`config.mk`:
```
export PLATFORM = sky130hd
export DESIGN_NAME = bin2bcd_4digit
export DESIGN_NICKNAME = d
export VERILOG_FILES = /design/src/rtl/fnd_pkg.sv /design/src/rtl/bcd_add3.sv /design/src/rtl/bin2bcd_4digit.sv
export SDC_FILE = /design/constraint.sdc
export NUM_CORES = 1
export LEC_CHECK = 0
export ABC_AREA = 1
export ABC_CLOCK_PERIOD_IN_PS = 2300
export BUFFER_PORTS_ARGS = -buffer_cell sky130_fd_sc_hd__buf_2
export CORE_UTILIZATION = 36
export DETAILED_ROUTE_END_ITERATION = 8
export MAX_ROUTING_LAYER = met4
export PLACE_DENSITY_LB_ADDON = 0.15
export SYNTH_ARGS = -nofsm -noshare
export SYNTH_HDL_FRONTEND = slang
export SYNTH_SLANG_ARGS = --single-unit
```
`constraint.sdc`:
```
create_clock -name i_clk -period 2.3 [get_ports i_clk]
set_input_delay 0 -clock i_clk [delete_from_list [all_inputs] [get_ports i_clk]]
set_output_delay 0 -clock i_clk [all_outputs]
set_load 0.05 [all_outputs]
```
`src/rtl/fnd_pkg.sv`:
```
// Shared constants and FSM encoding for the FND binary-to-BCD path.
// Latency: n/a (declarations only).
// Backpressure: n/a.
package fnd_pkg;

  localparam int DIGIT_W   = 4;
  localparam int DIGITS    = 4;
  localparam int MAX_VALUE = 9999;
  localparam int BCD_W     = DIGIT_W * DIGITS;

  typedef enum logic [1:0] {
    ST_IDLE  = 2'd0,
    ST_SHIFT = 2'd1,
    ST_DONE  = 2'd2
  } state_t;

endpackage

```
`src/rtl/bcd_add3.sv`:
```
// Double-dabble nibble correction: adds 3 when the digit is 5 or more.
// Latency: purely combinational.
// Backpressure: none.
module bcd_add3
  import fnd_pkg::*;
(
  input  logic [DIGIT_W-1:0] i_nib,
  output logic [DIGIT_W-1:0] o_nib
);

  assign o_nib = (i_nib >= DIGIT_W'(5)) ? (i_nib + DIGIT_W'(3)) : i_nib;

endmodule

```
`src/rtl/bin2bcd_4digit.sv`:
```
// Iterative shift-and-add-3 binary to 4-digit BCD converter for the FND scan path.
// Latency: start accepted at edge k, digits loaded and o_done high after edge k+IN_W, idle again after k+IN_W+1.
// Backpressure: i_start is only sampled in IDLE; requests while busy are dropped, not queued.
module bin2bcd_4digit #(
  parameter int IN_W      = 14,
  parameter int MAX_VALUE = fnd_pkg::MAX_VALUE
) (
  input  logic                        i_clk,
  input  logic                        i_reset_n,
  input  logic                        i_start,
  input  logic [IN_W-1:0]             i_value,
  output logic                        o_busy,
  output logic                        o_done,
  output logic                        o_overflow,
  output logic [fnd_pkg::DIGIT_W-1:0] o_1000,
  output logic [fnd_pkg::DIGIT_W-1:0] o_100,
  output logic [fnd_pkg::DIGIT_W-1:0] o_10,
  output logic [fnd_pkg::DIGIT_W-1:0] o_1
);

  import fnd_pkg::*;

  localparam int                CNT_W     = $clog2(IN_W);
  localparam logic [IN_W-1:0]   MAX_V     = IN_W'(MAX_VALUE);
  localparam logic [CNT_W-1:0]  LAST_STEP = CNT_W'(IN_W - 1);

  state_t             r_state;
  state_t             w_state_nxt;
  logic [IN_W-1:0]    r_bin;
  logic [BCD_W-1:0]   r_bcd;
  logic [CNT_W-1:0]   r_cnt;
  logic               r_ovf_flag;
  logic               r_overflow;
  logic [BCD_W-1:0]   r_digits;
  logic [BCD_W-1:0]   w_bcd_adj;
  logic [BCD_W-1:0]   w_bcd_shf;
  logic               w_accept;
  logic               w_last;

  assign w_accept = (r_state == ST_IDLE) && i_start;
  assign w_last   = (r_state == ST_SHIFT) && (r_cnt == LAST_STEP);

  // Per-digit add-3 correction ahead of the shift.
  for (genvar g = 0; g < DIGITS; g++) begin : g_add3
    bcd_add3 u_add3 (
      .i_nib (r_bcd[g*DIGIT_W +: DIGIT_W]),
      .o_nib (w_bcd_adj[g*DIGIT_W +: DIGIT_W])
    );
  end

  // Anything carried out of the top digit is dropped: such values are
  // already flagged as overflow at capture and saturate at load time.
  assign w_bcd_shf = {w_bcd_adj[BCD_W-2:0], r_bin[IN_W-1]};

  // State register.
  always_ff @(posedge i_clk or negedge i_reset_n) begin
    if (!i_reset_n) begin
      r_state <= ST_IDLE;
    end else begin
      r_state <= w_state_nxt;
    end
  end

  // Next-state decode; DONE always returns to IDLE so a held start repeats every IN_W+2 cycles.
  always_comb begin
    w_state_nxt = r_state;
    case (r_state)
      ST_IDLE:  if (i_start) w_state_nxt = ST_SHIFT;
      ST_SHIFT: if (r_cnt == LAST_STEP) w_state_nxt = ST_DONE;
      ST_DONE:  w_state_nxt = ST_IDLE;
      default:  w_state_nxt = ST_IDLE;
    endcase
  end

  // Working registers: capture on accept, then one correct-and-shift step per SHIFT cycle.
  always_ff @(posedge i_clk or negedge i_reset_n) begin
    if (!i_reset_n) begin
      r_bin      <= '0;
      r_bcd      <= '0;
      r_cnt      <= '0;
      r_ovf_flag <= 1'b0;
    end else if (w_accept) begin
      r_bin      <= i_value;
      r_bcd      <= '0;
      r_cnt      <= '0;
      r_ovf_flag <= (i_value > MAX_V);
    end else if (r_state == ST_SHIFT) begin
      r_bin <= {r_bin[IN_W-2:0], 1'b0};
      r_bcd <= w_bcd_shf;
      r_cnt <= r_cnt + CNT_W'(1);
    end
  end

  // Visible results change only on the final shift edge, so the display never shows partial values.
  always_ff @(posedge i_clk or negedge i_reset_n) begin
    if (!i_reset_n) begin
      r_digits   <= '0;
      r_overflow <= 1'b0;
    end else if (w_last) begin
      r_digits   <= r_ovf_flag ? {DIGITS{DIGIT_W'(9)}} : w_bcd_shf;
      r_overflow <= r_ovf_flag;
    end
  end

  assign o_busy     = (r_state != ST_IDLE);
  assign o_done     = (r_state == ST_DONE);
  assign o_overflow = r_overflow;
  assign o_1000     = r_digits[3*DIGIT_W +: DIGIT_W];
  assign o_100      = r_digits[2*DIGIT_W +: DIGIT_W];
  assign o_10       = r_digits[1*DIGIT_W +: DIGIT_W];
  assign o_1        = r_digits[0*DIGIT_W +: DIGIT_W];

endmodule

```
==> impl_metrics.csv <==
group,metric,value,unit
clock_network,htreeDepth,2,
routing,firstDrtPassIters,4,
setup_path,critPathLaunchType,"register",
layout,syn2layout_area_growth,20.01,%
sta,max_slew_margin,53.02,%
yosys,synthCells,331,
clock_network,cts_root_buf,"clkbuf_8",
sta,fin_skew,8.728,ps
min_path,min_from,"i_start",
grt,grt_max_degree,55,
floorplanning,dieHeight,87.82,um
routing,vias,2239,
layout,final_cells,479,
clock_network,clockBufferDepth,2,
setup_path,timing.rr.start,"r_state[0]",
setup_path,rrSetupSlack,470,ps
clock_network,numCtsBuffers,5,
clock_network,clkLatencyLatePin,310,ps
setup_path,r2r-end,"r_ovf_flag",
power,p_sw,0.002412,W
power,switching_share,49.35,%
power,p_seq_share,35.1,%
placement,dp_hpwl,4.011,mm
power,comb_power_share,51.5,%
floorplanning,dieArea,7711,um^2
min_path,worstHoldPathCells,3,
power,intPower,0.002476,W
grt,grt.overflow.total,0,
yosys,syn_avg_cell_area,8.010,um^2
sta,hold_violations,0,
layout,n_antenna_cell,0,
placement,gpl.final_weighted_congestion,0.8386,
yosys,yosysSeqAreaShare,50.97,%
clock_network,cts_setup_buffers,0,
setup_path,critPathRequiredTime,2550,ps
setup_path,reg2reg_depth,6,
routing,first_iter_violations,147,
clock_network,tritoncts_num_sinks,54,
routing,drc_errors,0,
setup_path,crit_fanout,14,
clock_network,ctsHoldBuffers,16,
floorplanning,coreArea,6944,um^2
floorplanning,rows,30,
yosys,yosys_warnings,0,
grt,grtUsageTotal,17.17,%
clock_network,clk_pin_slew_worst_paths,100,ps
power,p_total,0.004889,W
yosys,synth_area,2651,um^2
run,maxCapViolCount,0,
floorplanning,start_util,38.18,%
routing,postRouteAntennaNets,0,
routing,via_per_inst,4.674,
power,power_density,1536,nW/um^2
clock_network,cts_tree,"built",
layout,layout.nets,409,
power,vdd.ir_drop.worst,437.8,uV
min_path,min_to,"r_state[0]",
sta,fin_setup_tns,0,ps
routing,drt_wl_total,6.008,mm
setup_path,arrival,2080,ps
floorplanning,pin_count,36,
yosys,synth_seq_cells,54,
sta,drv_slew,0,
sta,setup_viol,0,
clock_network,post_cts_resized,0,
routing,wire_per_inst,12.54,um
setup_path,crit_path_end_kind,"register",
run_status,status,"complete, no violations",
sta,finalCriticalPeriod,1827,ps
placement,place_inst,455,
placement,placed_cell_area,2908,um^2
grt,grt_pass1_wl,9.791,mm
placement,port_buffers,35,
sta,rsz0062_at_grt,"no",
sta,fmax,547.2,MHz
power,clock_power_share,13.4,%
yosys,syn-num-nets,358,
layout,drive_gt1_share,14.62,%
power,p_leak,1.684,nW
sta,finalCritPeriodShare,79.45,%
layout,design_area,3182,um^2
yosys,synth_cell_types,20,
min_path,min_path_type,"input pin to register",
sta,worstMarginPinSlew,702.4,ps
grt,grt_pass1_vias,2061,
setup_path,crit_type,"register to register",
floorplanning,die_width,87.82,um
grt,antenna_found_initial,0,
[per-stage QoR]
| step | hold slack [ps] | utilization (%) | setup slack, ps |
|---|---|---|---|
| after CTS | 38.28 | 45.82 | 454.2 |
| after global routing | 66.70 | 45.82 | 321.9 |
| after global placement | 24.84 | 41.87 | 690.2 |
| after detailed placement | 20.16 | 41.87 | 591.5 |
| after floorplan | -295.6 | - | 931.3 |
| final | 51.50 | 45.82 | 472.6 |
[layer usage]
layer	share of wire (%)	track usage, %
met4	0.82	4.471
met1	49	22.78
met3	3.1	3.205
met2	47	26.99
met5	0	-
[flip-flops by register name, summed over array words and instances, names as in the netlist]
signal      count
r_bcd          16
r_digits       16
r_bin          14
r_cnt           4
r_state         2
o_overflow      1
r_ovf_flag      1
[cell families (layout without fill, tap and decap cells)]
family	Yosys count	after routing	synth area share, %
buffers and inverters	47	99	7.881
AO/OA/AOI/OAI	27	27	5.569
flip-flops	54	54	50.97
adder cells (fa/ha/maj)	10	10	4.719
AND/OR/NAND/NOR	193	193	30.86
[worst max path at each step]
stage | start | endpoint | slack [ps] | cells past startpoint
2_1_floorplan | r_cnt[0] | r_digits[12] | 930 | 7
3_3_place_gp | r_state[1] | r_digits[12] | 690 | 6
3_5_place_dp | r_cnt[1] | r_digits[4] | 590 | 7
4_1_cts | r_state[0] | r_ovf_flag | 450 | 6
5_1_grt | r_state[0] | r_ovf_flag | 320 | 6
6_report | r_state[0] | r_ovf_flag | 470 | 6
[Yosys cell counts]
cell type  instances  share of area, %
a21oi_1            8               1.5
and3_1             1              0.24
buf_2              2              0.38
buf_4              6               1.7
buf_6              1              0.42
dfrtp_1           54                51
ha_1              10               4.7
inv_1             35               5.0
inv_2              3              0.42
nand2_1          123                17
nand2_2            2              0.47
nand3_1           39               7.4
nand3_2            2              0.76
nand4_1            2              0.47
nor2_1            20               2.8
nor3_4             1              0.61
o211ai_1           2              0.57
o21ai_0           11               2.1
o22ai_1            6               1.4
or2_2              3              0.71
[worst max-delay path, cell delays in order (launching register included)]
cell	delay, ps
dfrtp_1	410
inv_1	90
nand3_2	160
inv_1	380
nand3_1	120
dlygate4sd3_1	560
nand2_1	60
[cells in the final DEF, fill, tap and decap left out]
cell type      synthesis  layout
o22ai_1                6       6
nor3_4                 1       1
bufinv_16              0       1
o21ai_0               11      11
inv_1                 35      35
nand3_1               39      39
a21oi_1                8       8
ha_1                  10      10
or2_2                  3       3
buf_4                  6       1
and3_1                 1       1
buf_12                 0       1
clkinvlp_4             0       2
nor2_1                20      20
nand2_2                2       2
nand3_2                2       2
nand2_1              123     123
dlygate4sd3_1          0      16
dfrtp_1               54      54
o211ai_1               2       2
inv_2                  3       3
buf_2                  2      35
clkbuf_8               0       5
nand4_1                2       2
[layout make-up]
type                            instances  area, um^2
Tap cell                               96       120.1
Timing Repair Buffer                   53       362.8
Fill cell                             705        3762
Clock buffer                            5       68.82
Sequential cell                        54        1351
Inverter                               38       142.6
Multi-Input combinational cell        230        1091
Clock inverter                          3       45.04
[power by group through the flow]
stage                     Combinational, W  Clock, W  Sequential [W]
after detailed placement           0.00251         0         0.00173
after global placement             0.00249         0         0.00173
after floorplan                    0.00148         0         0.00219
final                              0.00252  0.000656         0.00172
after CTS                          0.00254  0.000674         0.00172
after global routing               0.00283  0.000704         0.00177
No activity file was read; power rests on OpenSTA's default activity.
